==> config.mk <==
export PLATFORM = sky130hd
export DESIGN_NAME = gray_binary_counter
export DESIGN_NICKNAME = d
export VERILOG_FILES = /design/src/rtl/gray_binary_counter.sv
export SDC_FILE = /design/constraint.sdc
export NUM_CORES = 1
export LEC_CHECK = 0
export BUFFER_PORTS_ARGS = -buffer_cell sky130_fd_sc_hd__buf_2
export CORE_AREA = 3 3 40 42
export DETAILED_ROUTE_END_ITERATION = 16
export DIE_AREA = 0 0 43 45
export PLACE_DENSITY_LB_ADDON = 0.05
export SLEW_MARGIN = 20
export SYNTH_ARGS = -nofsm -noshare
export SYNTH_HDL_FRONTEND = slang
export SYNTH_SLANG_ARGS = --single-unit
export TNS_END_PERCENT = 5
==> constraint.sdc <==
create_clock -name clk -period 1.7 [get_ports clk]
set_input_delay 0.17 -clock clk [delete_from_list [all_inputs] [get_ports clk]]
set_output_delay 0.17 -clock clk [all_outputs]
set_load 0.005 [all_outputs]
==> src/rtl/gray_binary_counter.sv <==
// gray_binary_counter: modulo-MODULUS up/down counter with binary or Gray output encoding
// Ports:
//   clk        rising-edge clock
//   reset      synchronous active-high reset
//   mode       0 = binary count/load_value, 1 = Gray count/load_value
//   up         1 = increment, 0 = decrement
//   en         advance one step per cycle
//   load       parallel load of load_value (wins over en)
//   load_value load data, encoded per mode; decoded values >= MODULUS saturate to MODULUS-1
//   count      registered encode(idx, mode)
//   wrap       registered pulse on the cycle count shows the wrapped value
// When MODULUS is not a power of two, the Gray step MODULUS-1 -> 0 changes more than one bit.
module gray_binary_counter #(
    parameter int WIDTH   = 3,
    parameter int MODULUS = 2 ** WIDTH
) (
    input  logic             clk,
    input  logic             reset,
    input  logic             mode,
    input  logic             up,
    input  logic             en,
    input  logic             load,
    input  logic [WIDTH-1:0] load_value,
    output logic [WIDTH-1:0] count,
    output logic             wrap
);
    localparam logic [WIDTH-1:0] LAST = WIDTH'(MODULUS - 1);
    logic [WIDTH-1:0] idx, idx_next, gray_dec, ld_dec, ld_sat;
    logic             wrap_next;
    // Gray decode: each binary bit is the XOR of all Gray bits at or above it.
    always_comb begin
        gray_dec = '0;
        for (int i = 0; i < WIDTH; i++)
            gray_dec[i] = ^(load_value >> i);
    end
    assign ld_dec    = mode ? gray_dec : load_value;
    assign ld_sat    = int'(ld_dec) >= MODULUS ? LAST : ld_dec;
    assign wrap_next = en && !load && (up ? idx == LAST : idx == '0);
    assign idx_next  = load ? ld_sat :
                       !en  ? idx :
                       up   ? (idx == LAST ? '0 : idx + 1'b1) :
                              (idx == '0 ? LAST : idx - 1'b1);
    always_ff @(posedge clk) begin
        if (reset) begin
            idx   <= '0;
            count <= '0;
            wrap  <= 1'b0;
        end else begin
            idx   <= idx_next;
            count <= mode ? idx_next ^ (idx_next >> 1) : idx_next;
            wrap  <= wrap_next;
        end
    end
endmodule

---- Word-level counts from Yosys, hierarchy flattened ----
Index checks and enable logic that the tools add are counted.
cells by class
  add/subtract/negate cells ............... 2
  eq/ne operators ......................... 1
  mux-type cells .......................... 8
  reduce and logical (&&, ||, !) cells .... 7
  bitwise operators ....................... 1
operators by type and width
  cell                                               number
  two-way mux 3 bit                                  7
  parity 3 bit                                       3
  adder 3 x 1 -> 3 bit (second input constant)       1
  == test 3 bit (second input constant)              1
  logical NOT 3 bit                                  1
  subtractor 3 x 1 -> 3 bit (second input constant)  1
  bitwise XOR 3 x 2 -> 3 bit                         1
  logical AND 1 bit                                  2
  logical NOT 1 bit                                  1
  two-way mux 1 bit                                  1
word-level totals
  word-level logic and storage cells ...... 22
  bits in registers ....................... 7

---- Logic depth before layout (Yosys ltp) ----
Gate-level depths: netlist of the first run.
  depth in word-level cells ............... 7
  mapped depth ............................ 6

---- Worst setup path after synthesis of the first run ----
No wires, ideal clock.
  path kind ............................... register -> register
  from .................................... reg idx[0]
  to ...................................... reg count[1]
  path slack .............................. 0.163 ns
  arrival time ............................ 1.406 ns
  setup time .............................. 0.130 ns
  cell stages (with the launch flop) ...... 7
  required time ........................... 1.570 ns
  buffers on the path ..................... 0
  period minus slack after synthesis ...... 1.537 ns
  cell sequence ........................... dfxtp_1 inv_1 ha_1 or3_1 a221oi_2 nor4b_1 mux2i_1
between the ends
  longest elaborated chain between the ends .. 7
  elaborated cells on any way between the ends .. 11
  classes of those cells .................. 2 x add/sub; 1 x eq/ne; 6 x mux; 1 x bitwise; 1 x reduce/logical
ends and longest elaborated chain
  element                                                  line    text
  from (decl)                                              28      logic [WIDTH-1:0] idx, idx_next, gray_dec, ld_dec, ld_sat;
  from (signal assigned)                                   49      idx <= idx_next;
  subtractor 3 x 1 -> 3 bit, or another cell as far along  42      (idx == '0 ? LAST : idx - 1'b1);
  two-way mux 3 bit, on equally long branches              42, 41
  two-way mux 3 bit (*)                                    41      up ? (idx == LAST ? '0 : idx + 1'b1) :
  two-way mux 3 bit (*)                                    40      !en ? idx :
  two-way mux 3 bit (*)                                    39      assign idx_next = load ? ld_sat :
  bitwise XOR 3 x 2 -> 3 bit                               50      count <= mode ? idx_next ^ (idx_next >> 1) : idx_next;
  two-way mux 3 bit (*)                                    50
  to (signal assigned)                                     50
  to (decl)                                                24      output logic [WIDTH-1:0] count,
Mark *: on every way between the ends. The rest lies on a longest branch, timed or not.
A chain may end at the register's enable or synchronous reset.

---- Worst setup path after layout of the first run ----
Ends and elaborated chain as after synthesis.

==> results of run 1 <==
==> synthesized netlist by cell type, drive strengths merged (2+ instances only) <==
master	count	area, um2
o21bai	2	15.0
inv	4	15.0
ha	4	50.1
or3	3	18.8
dfxtp	6	120
a211oi	2	20.0
mux2i	2	20.0
nor2	2	7.51
nor3	2	10.0
a21oi	3	15.0
==> metrics by stage <==
stage | instance area (um2) | hold slack (ns) | utilization | cells
after floorplan | 424 | 0.242 | - | 47
after global placement | 495 | 0.431 | 0.386 | 73
after detailed placement | 495 | 0.427 | 0.386 | 73
after CTS | 518 | 0.172 | 0.403 | 76
after global routing | 551 | 0.180 | 0.428 | 76
final | 551 | 0.172 | 0.428 | 76
==> routing by layer <==
layer / vias up / track usage
li1: 205 / -
met1: 183 / 0.128
met2: 13 / 0.177
met3: 0 / 0.0438
met4: 0 / 0.0542
met5: - / 0
==> registers in the layout, indices dropped and copies added, names as in the netlist <==
signal / flops
idx: 2
count: 3
wrap: 1
==> cell type report <==
cell class,count,area (um2)
fillers,133,734
multi-input cells,36,312
flip-flops and latches,6,123
repair buffers,12,60.1
clock buffers,3,22.5
well taps,15,18.8
inverters,4,15.0
==> power groups by stage <==
stage | registers (mW) | logic (mW) | clock network, mW
after floorplan | 0.165 | 0.0701 | 0
after CTS | 0.164 | 0.108 | 0.135
final | 0.165 | 0.123 | 0.130
after global routing | 0.167 | 0.137 | 0.142
after detailed placement | 0.167 | 0.108 | 0
after global placement | 0.166 | 0.109 | 0
==> final timing paths <==
check	slack, ns	startpoint	cells after the start	endpoint
worst max-delay path	0.1	idx[0]	6	count[1]
worst max register to register	0.1	idx[0]	6	count[1]
worst min-delay path	0.17	reset	2	idx[0]
worst min register to register	0.74	count[2]	3	wrap
==> logic make-up (layout without fill, tap and decap cells) <==
family | Yosys count | in the layout
xor gates and xnor gates | 2 | 2
AOI/OAI and AO/OA | 13 | 13
DFF | 6 | 6
and+or+nand+nor | 15 | 15
adders and majority gates | 4 | 4
buffers and inverters | 5 | 19
muxes | 2 | 2
==> timing repair <==
item | 4_1_cts | 5_1_grt
hold endpoints to repair | 0 | 0
gates resized for setup | 0 | 6
endpoints found under the setup margin | 0 | 2
==> run summary, run 1 <==
===============================================================================
Crit. End Element ................................................         flop
Die extent in y ..................................................        45 um
Wire length on met3 ..............................................        63 um
Chip width .......................................................        43 um
Area fraction in and, or, nand and nor cells after synthesis .....        0.221
Headroom to the max-slew limit ...................................        0.796
Post-synthesis async set-or-reset flop share .....................            0
Site Rows ........................................................           13
Avg Inst Size Synth ..............................................     9.02 um2
Slew at the pin closest to its max-slew limit ....................     0.304 ns
Type of the worst min-delay path ................................. input pin to flop
Max Cap Violations ...............................................            0
Mapped Cells .....................................................           47
First DRT Iteration DRCs .........................................            2
Effective utilization at floorplan ...............................        0.330
Worst-path cell chain ............................................ inv_1 > ha_1 > or3_4 > a221oi_4 > nor4b_2 > mux2i_1
Dominant synthesized flop cell ................................... sky130_fd_sc_hd__dfxtp_1
CP max FO ........................................................            4
Final Hold Vio Count .............................................            0
Total Routing Usage GR ...........................................        0.110
Xor/xnor share of the synthesized area ...........................       0.0413
Number of buffers and inverters on the critical path .............            1
Combinational family with the most area after synthesis .......... compound AO/OA/AOI/OAI gates
Top layer reached by signal wires ................................         met3
Period minus WS final ............................................      1.60 ns
Number of input and output port buffers inserted .................           12
Sequential cell area fraction in the yosys report ................        0.283
Share of total power in combinational logic ......................        0.293
Total overflow reported by the global router .....................            0
DR WL/cell .......................................................      12.2 um
Leakage component of the power ...................................     0.257 nW
Fin nets .........................................................           76
Total CTS buffers ................................................            3
Worst Path Arrival ...............................................      1.72 ns
DRC violation count after routing ................................            0
Yosys synthesis warning count ....................................            0
Antenna violations before repair .................................            0
Max Clock Freq ...................................................      624 MHz
Maximum vdd ir drop ..............................................   0.000357 V
Sequential power share ...........................................        0.395
Average vias per placed instance .................................         5.28
Total iterations of the first detailed-routing run ...............            4
Post-CTS Setup Inserts ...........................................            0
Register bit total from synthesis ................................            6
Cell with the biggest individual delay on the critical path ...... sky130_fd_sc_hd__or3_4
Commonest non-fill, non-tap cell in the layout ................... sky130_fd_sc_hd__buf_2
Final weighted congestion of routability-driven global placement .        0.685
Vias in the first global route ...................................          385
Most frequent cells in the layout ................................ 12 x sky130_fd_sc_hd__buf_2, 4 x sky130_fd_sc_hd__inv_1, 4 x sky130_fd_sc_hd__ha_1, 4 x sky130_fd_sc_hd__dfxtp_1
Proportion of layout cells with a drive suffix above 1 ...........        0.377
Final setup fails ................................................            0
Share of the clock period used by the worst path .................        0.942
Layout Skew ......................................................   0.00171 ns
Compound-gate portion of the synthesized area ....................        0.236
Number of clock sinks seen by CTS ................................            6
Clk pin slew, worst setup/hold paths .............................      0.05 ns
CTS tree .........................................................          yes
Critical path type ............................................... flop to flop
Routed wire length ...............................................       927 um
Switching Share ..................................................        0.290
Sum of negative setup slack ......................................         0 ns
Net switching power ..............................................       121 uW
Clock Latency Late Sink ..........................................      0.24 ns
CTS Hold Bufs ....................................................            0
Setup repair after global routing missed its margin ..............           no
Crit-path max cell delay .........................................      0.40 ns
Growth of design area from synthesis to finish ...................        29.8%
Number of vias after detailed routing ............................          401
Internal power summed over all cells .............................       296 uW
PnR worst setup slack ............................................    0.0982 ns
Gate family responsible for the most delay along the worst path .. simple AND/OR/NAND/NOR gates
Power per standard cell area .....................................   758 nW/um2
Largest net degree at the start of global routing ................            8
Routed metal-1 wire length .......................................       410 um
Post-synthesis net count .........................................           60
Area of the die ..................................................     1940 um2
CTS HTree Levels .................................................            1
Core Area ........................................................     1280 um2
Share of power burned in the clock network .......................        0.311
Pins Over Slew Limit .............................................            0
I/O pin cnt ......................................................           13
Tot Pwr ..........................................................       418 uW
Netlist Area Pre-Place ...........................................      424 um2
Mux share of post-synthesis cell area ............................       0.0472
Adder-Cell Fraction of Synth Area ................................        0.118
Number of nets still failing antenna checks after routing ........            0
Launching element type of the critical path ......................         flop
Synth unique cells ...............................................           28
Longest Clk Path Bufs ............................................            2
Worst path required time .........................................      1.82 ns
Number of antenna cells inserted .................................            0
Met2 wire length .................................................       452 um
Number of enable-type register cells in the synthesized netlist ..            0
Root buffer cell ................................................. sky130_fd_sc_hd__clkbuf_4
Run status ....................................................... complete, no violations
Wire length of the first global-routing pass .....................      1.58 mm
Setup slack after placement ......................................    0.0552 ns
===============================================================================
Power figures use the tool's default switching activity.
==> run 2: changes to the inputs <==
==> constraint.sdc (replaced) <==
create_clock -name clk -period 1.35 [get_ports clk]
set_input_delay 0.135 -clock clk [delete_from_list [all_inputs] [get_ports clk]]
set_output_delay 0.135 -clock clk [all_outputs]
set_load 0.005 [all_outputs]
==> run 2 against run 1 <==
- clock skew up 0.00071 ns
- clock power increased by 18%
- combinational power up 46%
- non-clock buffer count increased by 4
- first-iteration DRC count stayed put
- critical endpoint unchanged
- highest routed layer is now met4
- utilization up 4.1 points
- critical path type unchanged
- global-route usage rose by 1.2 points
- largest power group unchanged
- the flow now finishes with violations (setup timing)
==> run summary, run 2 (same netlist as run 1, synthesis figures left out) <==
===============================================================================
Power per standard cell area .....................................   897 nW/um2
Number of vias after detailed routing ............................          420
CTS Hold Bufs ....................................................            0
Register-to-Register Path Depth ..................................            6
First DRT Iteration DRCs .........................................            2
Cell with the biggest individual delay on the critical path ...... sky130_fd_sc_hd__or3_4
Total CTS buffers ................................................            3
PnR worst setup slack ............................................    -0.227 ns
Effective utilization at floorplan ...............................        0.330
Placed wire-length estimate ......................................       810 um
CTS HTree Levels .................................................            1
Number of buffers and inverters on the critical path .............            1
Number of nets still failing antenna checks after routing ........            0
Gate family responsible for the most delay along the worst path .. simple AND/OR/NAND/NOR gates
Area of the die ..................................................     1940 um2
Tot Pwr ..........................................................       541 uW
Share of power burned in the clock network .......................        0.284
Largest regs ..................................................... count: 3 flops, idx: 2 flops, wrap: 1 flops
Net switching power ..............................................       154 uW
Number of stages on the worst setup path .........................            6
Routed wire length ...............................................       991 um
Internal power summed over all cells .............................       388 uW
Number of cells traversed by the worst hold path .................            2
Antenna violations before repair .................................            0
Leakage component of the power ...................................     0.275 nW
Root buffer cell ................................................. sky130_fd_sc_hd__clkbuf_4
Start point of the worst min-delay path ..........................        reset
Max Cap Violations ...............................................            0
Average vias per placed instance .................................         5.25
Crit. End Element ................................................         flop
CTS tree .........................................................          yes
Headroom to the max-slew limit ...................................        0.769
Clock Latency Late Sink ..........................................      0.23 ns
Number of inserted filler cells in the final layout ..............          136
Launching element type of the critical path ......................         flop
Number of clock sinks seen by CTS ................................            6
Critical path launch point .......................................       idx[0]
I/O pin cnt ......................................................           13
Total overflow reported by the global router .....................            0
Period minus WS final ............................................      1.58 ns
Sequential power share ...........................................        0.384
Share of total power in combinational logic ......................        0.332
Worst Path Arrival ...............................................      1.69 ns
Number of input and output port buffers inserted .................           12
Commonest non-fill, non-tap cell in the layout ................... sky130_fd_sc_hd__buf_2
Share of the clock period used by the worst path .................         1.17
Pins Over Slew Limit .............................................            0
Final weighted congestion of routability-driven global placement .        0.689
Clk pin slew, worst setup/hold paths .............................      0.04 ns
Vias in the first global route ...................................          440
Sum of negative setup slack ......................................    -0.682 ns
Longest Clk Path Bufs ............................................            2
Final Hold Vio Count .............................................            0
Setup repair after global routing missed its margin ..............          yes
Slew at the pin closest to its max-slew limit ....................     0.344 ns
Most frequent cells in the layout ................................ 12 x sky130_fd_sc_hd__buf_2, 4 x sky130_fd_sc_hd__dfxtp_1, 4 x sky130_fd_sc_hd__buf_4
Utilization after layout .........................................        0.469
Fin nets .........................................................           80
DR WL/cell .......................................................      12.4 um
Max Clock Freq ...................................................      634 MHz
Layout Skew ......................................................   0.00242 ns
Final setup fails ................................................            5
Total iterations of the first detailed-routing run ...............            2
Worst-path cell chain ............................................ inv_2 > ha_4 > or3_4 > a221oi_4 > nor4b_2 > mux2i_1
Type of the worst min-delay path ................................. input pin to flop
Crit-path max cell delay .........................................      0.39 ns
Maximum vdd ir drop ..............................................   0.000479 V
Wire length of the first global-routing pass .....................      1.77 mm
Core Area ........................................................     1280 um2
Die extent in y ..................................................        45 um
Largest register by flop count ...................................        count
Growth of design area from synthesis to finish ...................        42.2%
Register-to-register setup slack .................................     -0.23 ns
Proportion of layout cells with a drive suffix above 1 ...........        0.462
Chip width .......................................................        43 um
Total Routing Usage GR ...........................................        0.122
DRC violation count after routing ................................            0
Largest net degree at the start of global routing ................            8
CP max FO ........................................................            3
Flip-flop count of the largest register after layout .............            3
Number of antenna cells inserted .................................            0
Run status ....................................................... finished, violations left
R2R Path Start ...................................................       idx[0]
Critical path type ............................................... flop to flop
Switching Share ..................................................        0.284
Site Rows ........................................................           13
Violated checks .................................................. setup timing
Worst path required time .........................................      1.46 ns
===============================================================================
[run 2: cell count changes in the layout (fill, tap and decap cells not counted), sizes merged]
cell  change
buf       +4
[run 2: power groups by stage]
stage                     registers, mW  logic [mW]  clock network (mW)
after floorplan                   0.211      0.0955                   0
after global placement            0.211       0.160                   0
after detailed placement          0.211       0.159                   0
after CTS                         0.209       0.181               0.157
after global routing              0.211       0.201               0.176
final                             0.208       0.180               0.154
[run 2: final timing paths]
path / to
max: count[1]
min reg2reg: count[1]
max reg2reg: count[1]
min: idx[0]
[run 2: repair_timing]
action                     in CTS  in global routing
pin swaps                       5                  0
setup endpoints to repair       5                  5
buffers inserted                1                  0
resized for setup               6                  0
[run 2: area by class of cell]
cell class / count / area [um2] / share of cell area
inverters: 4 / 17.5 / 0.0290
multi-input cells: 36 / 329 / 0.546
flip-flops and latches: 6 / 125 / 0.207
clock buffers: 3 / 22.5 / 0.0373
well taps: 15 / 18.8 / 0.0311
repair buffers: 16 / 90.1 / 0.149
[run 2: worst register-to-register path, delay by kind of cell, from the launching register on]
| family | cells | cell delay (ns) |
|---|---|---|
| fa+ha+maj | 1 | 0.15 |
| simple gates | 2 | 0.49 |
| flops | 1 | 0.34 |
| buf+inv | 1 | 0.06 |
| compound gates | 1 | 0.28 |
| mux | 1 | 0.13 |
[run 2: metal layers]
metal  up-vias  track usage  routed length (um)
met5         -            0                   0
met1       189        0.125                 407
met3         4       0.0398                  56
li1        212            -                   -
met2        15        0.228                 504
met4         0       0.0542                  22
[run 2: through the flow]
stage / setup slack [ns] / hold WS (ns) / instances / area, um2
after floorplan: -0.146 / 0.200 / 47 / 448
after global placement: -0.286 / 0.379 / 76 / 542
after detailed placement: -0.269 / 0.376 / 76 / 542
after CTS: -0.225 / 0.129 / 80 / 603
after global routing: -0.286 / 0.160 / 80 / 603
final: -0.227 / 0.131 / 80 / 603
==> run 3: changes to the inputs <==
--- a/config.mk
+++ b/config.mk
@@ -6,10 +6,11 @@
 export NUM_CORES = 1
 export LEC_CHECK = 0
 export BUFFER_PORTS_ARGS = -buffer_cell sky130_fd_sc_hd__buf_2
+export CAP_MARGIN = 0
 export CORE_AREA = 3 3 40 42
 export DETAILED_ROUTE_END_ITERATION = 16
 export DIE_AREA = 0 0 43 45
-export PLACE_DENSITY_LB_ADDON = 0.05
+export PLACE_DENSITY = 0.62
 export SLEW_MARGIN = 20
 export SYNTH_ARGS = -nofsm -noshare
 export SYNTH_HDL_FRONTEND = slang
==> run 3 against run 2 <==
- the run still ends with setup timing left
- register-to-register slack about the same
- clock power is 4% higher
- via count down 7.4%
- fmax is 0.10% lower
- critical path type unchanged
- non-clock buffer count decreased by 2
- total power up 1.8%
- setup slack got worse by 0.0016 ns
- clock skew decreased by 0.00082 ns
- worst hold slack worse by 0.013 ns
- routed wire length decreased by 8.2%
==> run summary, run 3 (same netlist as run 1, synthesis figures left out) <==
===============================================================================
Leakage component of the power ...................................     0.268 nW
First DRT Iteration DRCs .........................................            4
Clock Latency Late Sink ..........................................      0.24 ns
Pins Over Slew Limit .............................................            0
Crit-path max cell delay .........................................      0.39 ns
Number of inserted filler cells in the final layout ..............          130
Cell with the biggest individual delay on the critical path ...... sky130_fd_sc_hd__or3_4
Number of buffers and inverters on the critical path .............            1
Max Cap Violations ...............................................            0
Flip-flop count of the largest register after layout .............            3
Slew at the pin closest to its max-slew limit ....................     0.312 ns
Die extent in y ..................................................        45 um
CTS tree .........................................................          yes
Power per standard cell area .....................................   906 nW/um2
Longest Clk Path Bufs ............................................            2
Utilization after layout .........................................        0.473
Final Hold Vio Count .............................................            0
Tot Pwr ..........................................................       551 uW
Type of the worst min-delay path ................................. input pin to flop
Crit. End Element ................................................         flop
Number of antenna cells inserted .................................            0
Final setup fails ................................................            5
Worst path required time .........................................      1.47 ns
Root buffer cell ................................................. sky130_fd_sc_hd__clkbuf_4
Total overflow reported by the global router .....................            0
CTS HTree Levels .................................................            1
Largest regs ..................................................... count: 3 flops, idx: 2 flops, wrap: 1 flops
Largest net degree at the start of global routing ................            8
Instance count after placement with tap cells included ...........           75
Headroom to the max-slew limit ...................................        0.790
Number of clock sinks seen by CTS ................................            6
Period minus WS final ............................................      1.58 ns
Worst Path Arrival ...............................................      1.70 ns
Critical path type ............................................... flop to flop
Total iterations of the first detailed-routing run ...............            4
Number of vias after detailed routing ............................          389
DR WL/cell .......................................................      11.7 um
PnR worst setup slack ............................................    -0.229 ns
CTS Hold Bufs ....................................................            0
Vias in the first global route ...................................          370
Chip width .......................................................        43 um
Clk pin slew, worst setup/hold paths .............................      0.04 ns
Proportion of layout cells with a drive suffix above 1 ...........        0.476
Maximum vdd ir drop ..............................................   0.000447 V
Total CTS buffers ................................................            3
Growth of design area from synthesis to finish ...................        43.4%
Total Routing Usage GR ...........................................        0.106
CP max FO ........................................................            3
Core Area ........................................................     1280 um2
Sum of negative setup slack ......................................    -0.540 ns
Violated checks .................................................. setup timing
Largest register by flop count ...................................        count
Cell area after placement ........................................      534 um2
Run status ....................................................... finished, violations left
Average vias per placed instance .................................         4.99
Share of the clock period used by the worst path .................         1.17
Antenna violations before repair .................................            0
Number of nets still failing antenna checks after routing ........            0
Post-CTS Setup Inserts ...........................................            0
Launching element type of the critical path ......................         flop
Most frequent cells in the layout ................................ 12 x sky130_fd_sc_hd__buf_2, 4 x sky130_fd_sc_hd__dfxtp_1, 3 x sky130_fd_sc_hd__a21oi_1, 3 x sky130_fd_sc_hd__ha_4, 3 x sky130_fd_sc_hd__clkbuf_4
Site Rows ........................................................           13
Setup repair after global routing missed its margin ..............          yes
Effective utilization at floorplan ...............................        0.330
Fin cells ........................................................           78
Commonest non-fill, non-tap cell in the layout ................... sky130_fd_sc_hd__buf_2
Gate family responsible for the most delay along the worst path .. simple AND/OR/NAND/NOR gates
I/O pin cnt ......................................................           13
Layout Skew ......................................................   0.00160 ns
Routed wire length ...............................................       910 um
Wire length of the first global-routing pass .....................      1.50 mm
Worst-path cell chain ............................................ inv_2 > ha_4 > or3_4 > a221oi_4 > nor4b_2 > mux2i_1
Final weighted congestion of routability-driven global placement .        0.749
Fin nets .........................................................           78
Max Clock Freq ...................................................      634 MHz
DRC violation count after routing ................................            0
Number of input and output port buffers inserted .................           12
Cell area after layout ...........................................      608 um2
Area of the die ..................................................     1940 um2
Placed wire-length estimate ......................................       715 um
===============================================================================
[run 3: cell type report]
| class | count | area [um2] | area share |
|---|---|---|---|
| Multi-Input combinational cell | 36 | 349 | 0.574 |
| Sequential cell | 6 | 125 | 0.206 |
| Timing Repair Buffer | 14 | 75.1 | 0.123 |
| Clock buffer | 3 | 22.5 | 0.0370 |
| Tap cell | 15 | 18.8 | 0.0309 |
| Inverter | 4 | 17.5 | 0.0288 |
[run 3: worst paths after layout]
kind	start	end	slack, ns	cells after the start
max	idx[1]	count[1]	-0.23	6
min	reset	idx[0]	0.12	2
max reg2reg	idx[1]	count[1]	-0.23	6
min reg2reg	count[2]	wrap	0.82	3
[run 3: layer usage]
layer  track usage  vias to the layer above  wire (um)
li1              -                      208          -
met1         0.138                      172        413
met2         0.165                        9        445
met3        0.0359                        0         51
met4        0.0361                        0          0
met5             0                        -          0
[run 3: metrics by stage]
| step | hold WS [ns] | worst slack (ns) |
|---|---|---|
| after floorplan | 0.200 | -0.146 |
| after global placement | 0.369 | -0.215 |
| after detailed placement | 0.372 | -0.230 |
| after CTS | 0.117 | -0.224 |
| after global routing | 0.154 | -0.291 |
| final | 0.119 | -0.229 |
[run 3: where the power goes]
group | internal (mW) | leakage, nW | switching, mW
logic | 0.0950 | 0.203 | 0.0855
registers | 0.196 | 0.0506 | 0.0146
clock network | 0.100 | 0.0138 | 0.0598
[run 3: timing repair]
action                                  CTS  global route
pin swaps                                 3             5
gates resized for setup                   3             6
endpoints found under the setup margin    5             5
gates cloned                              0             0
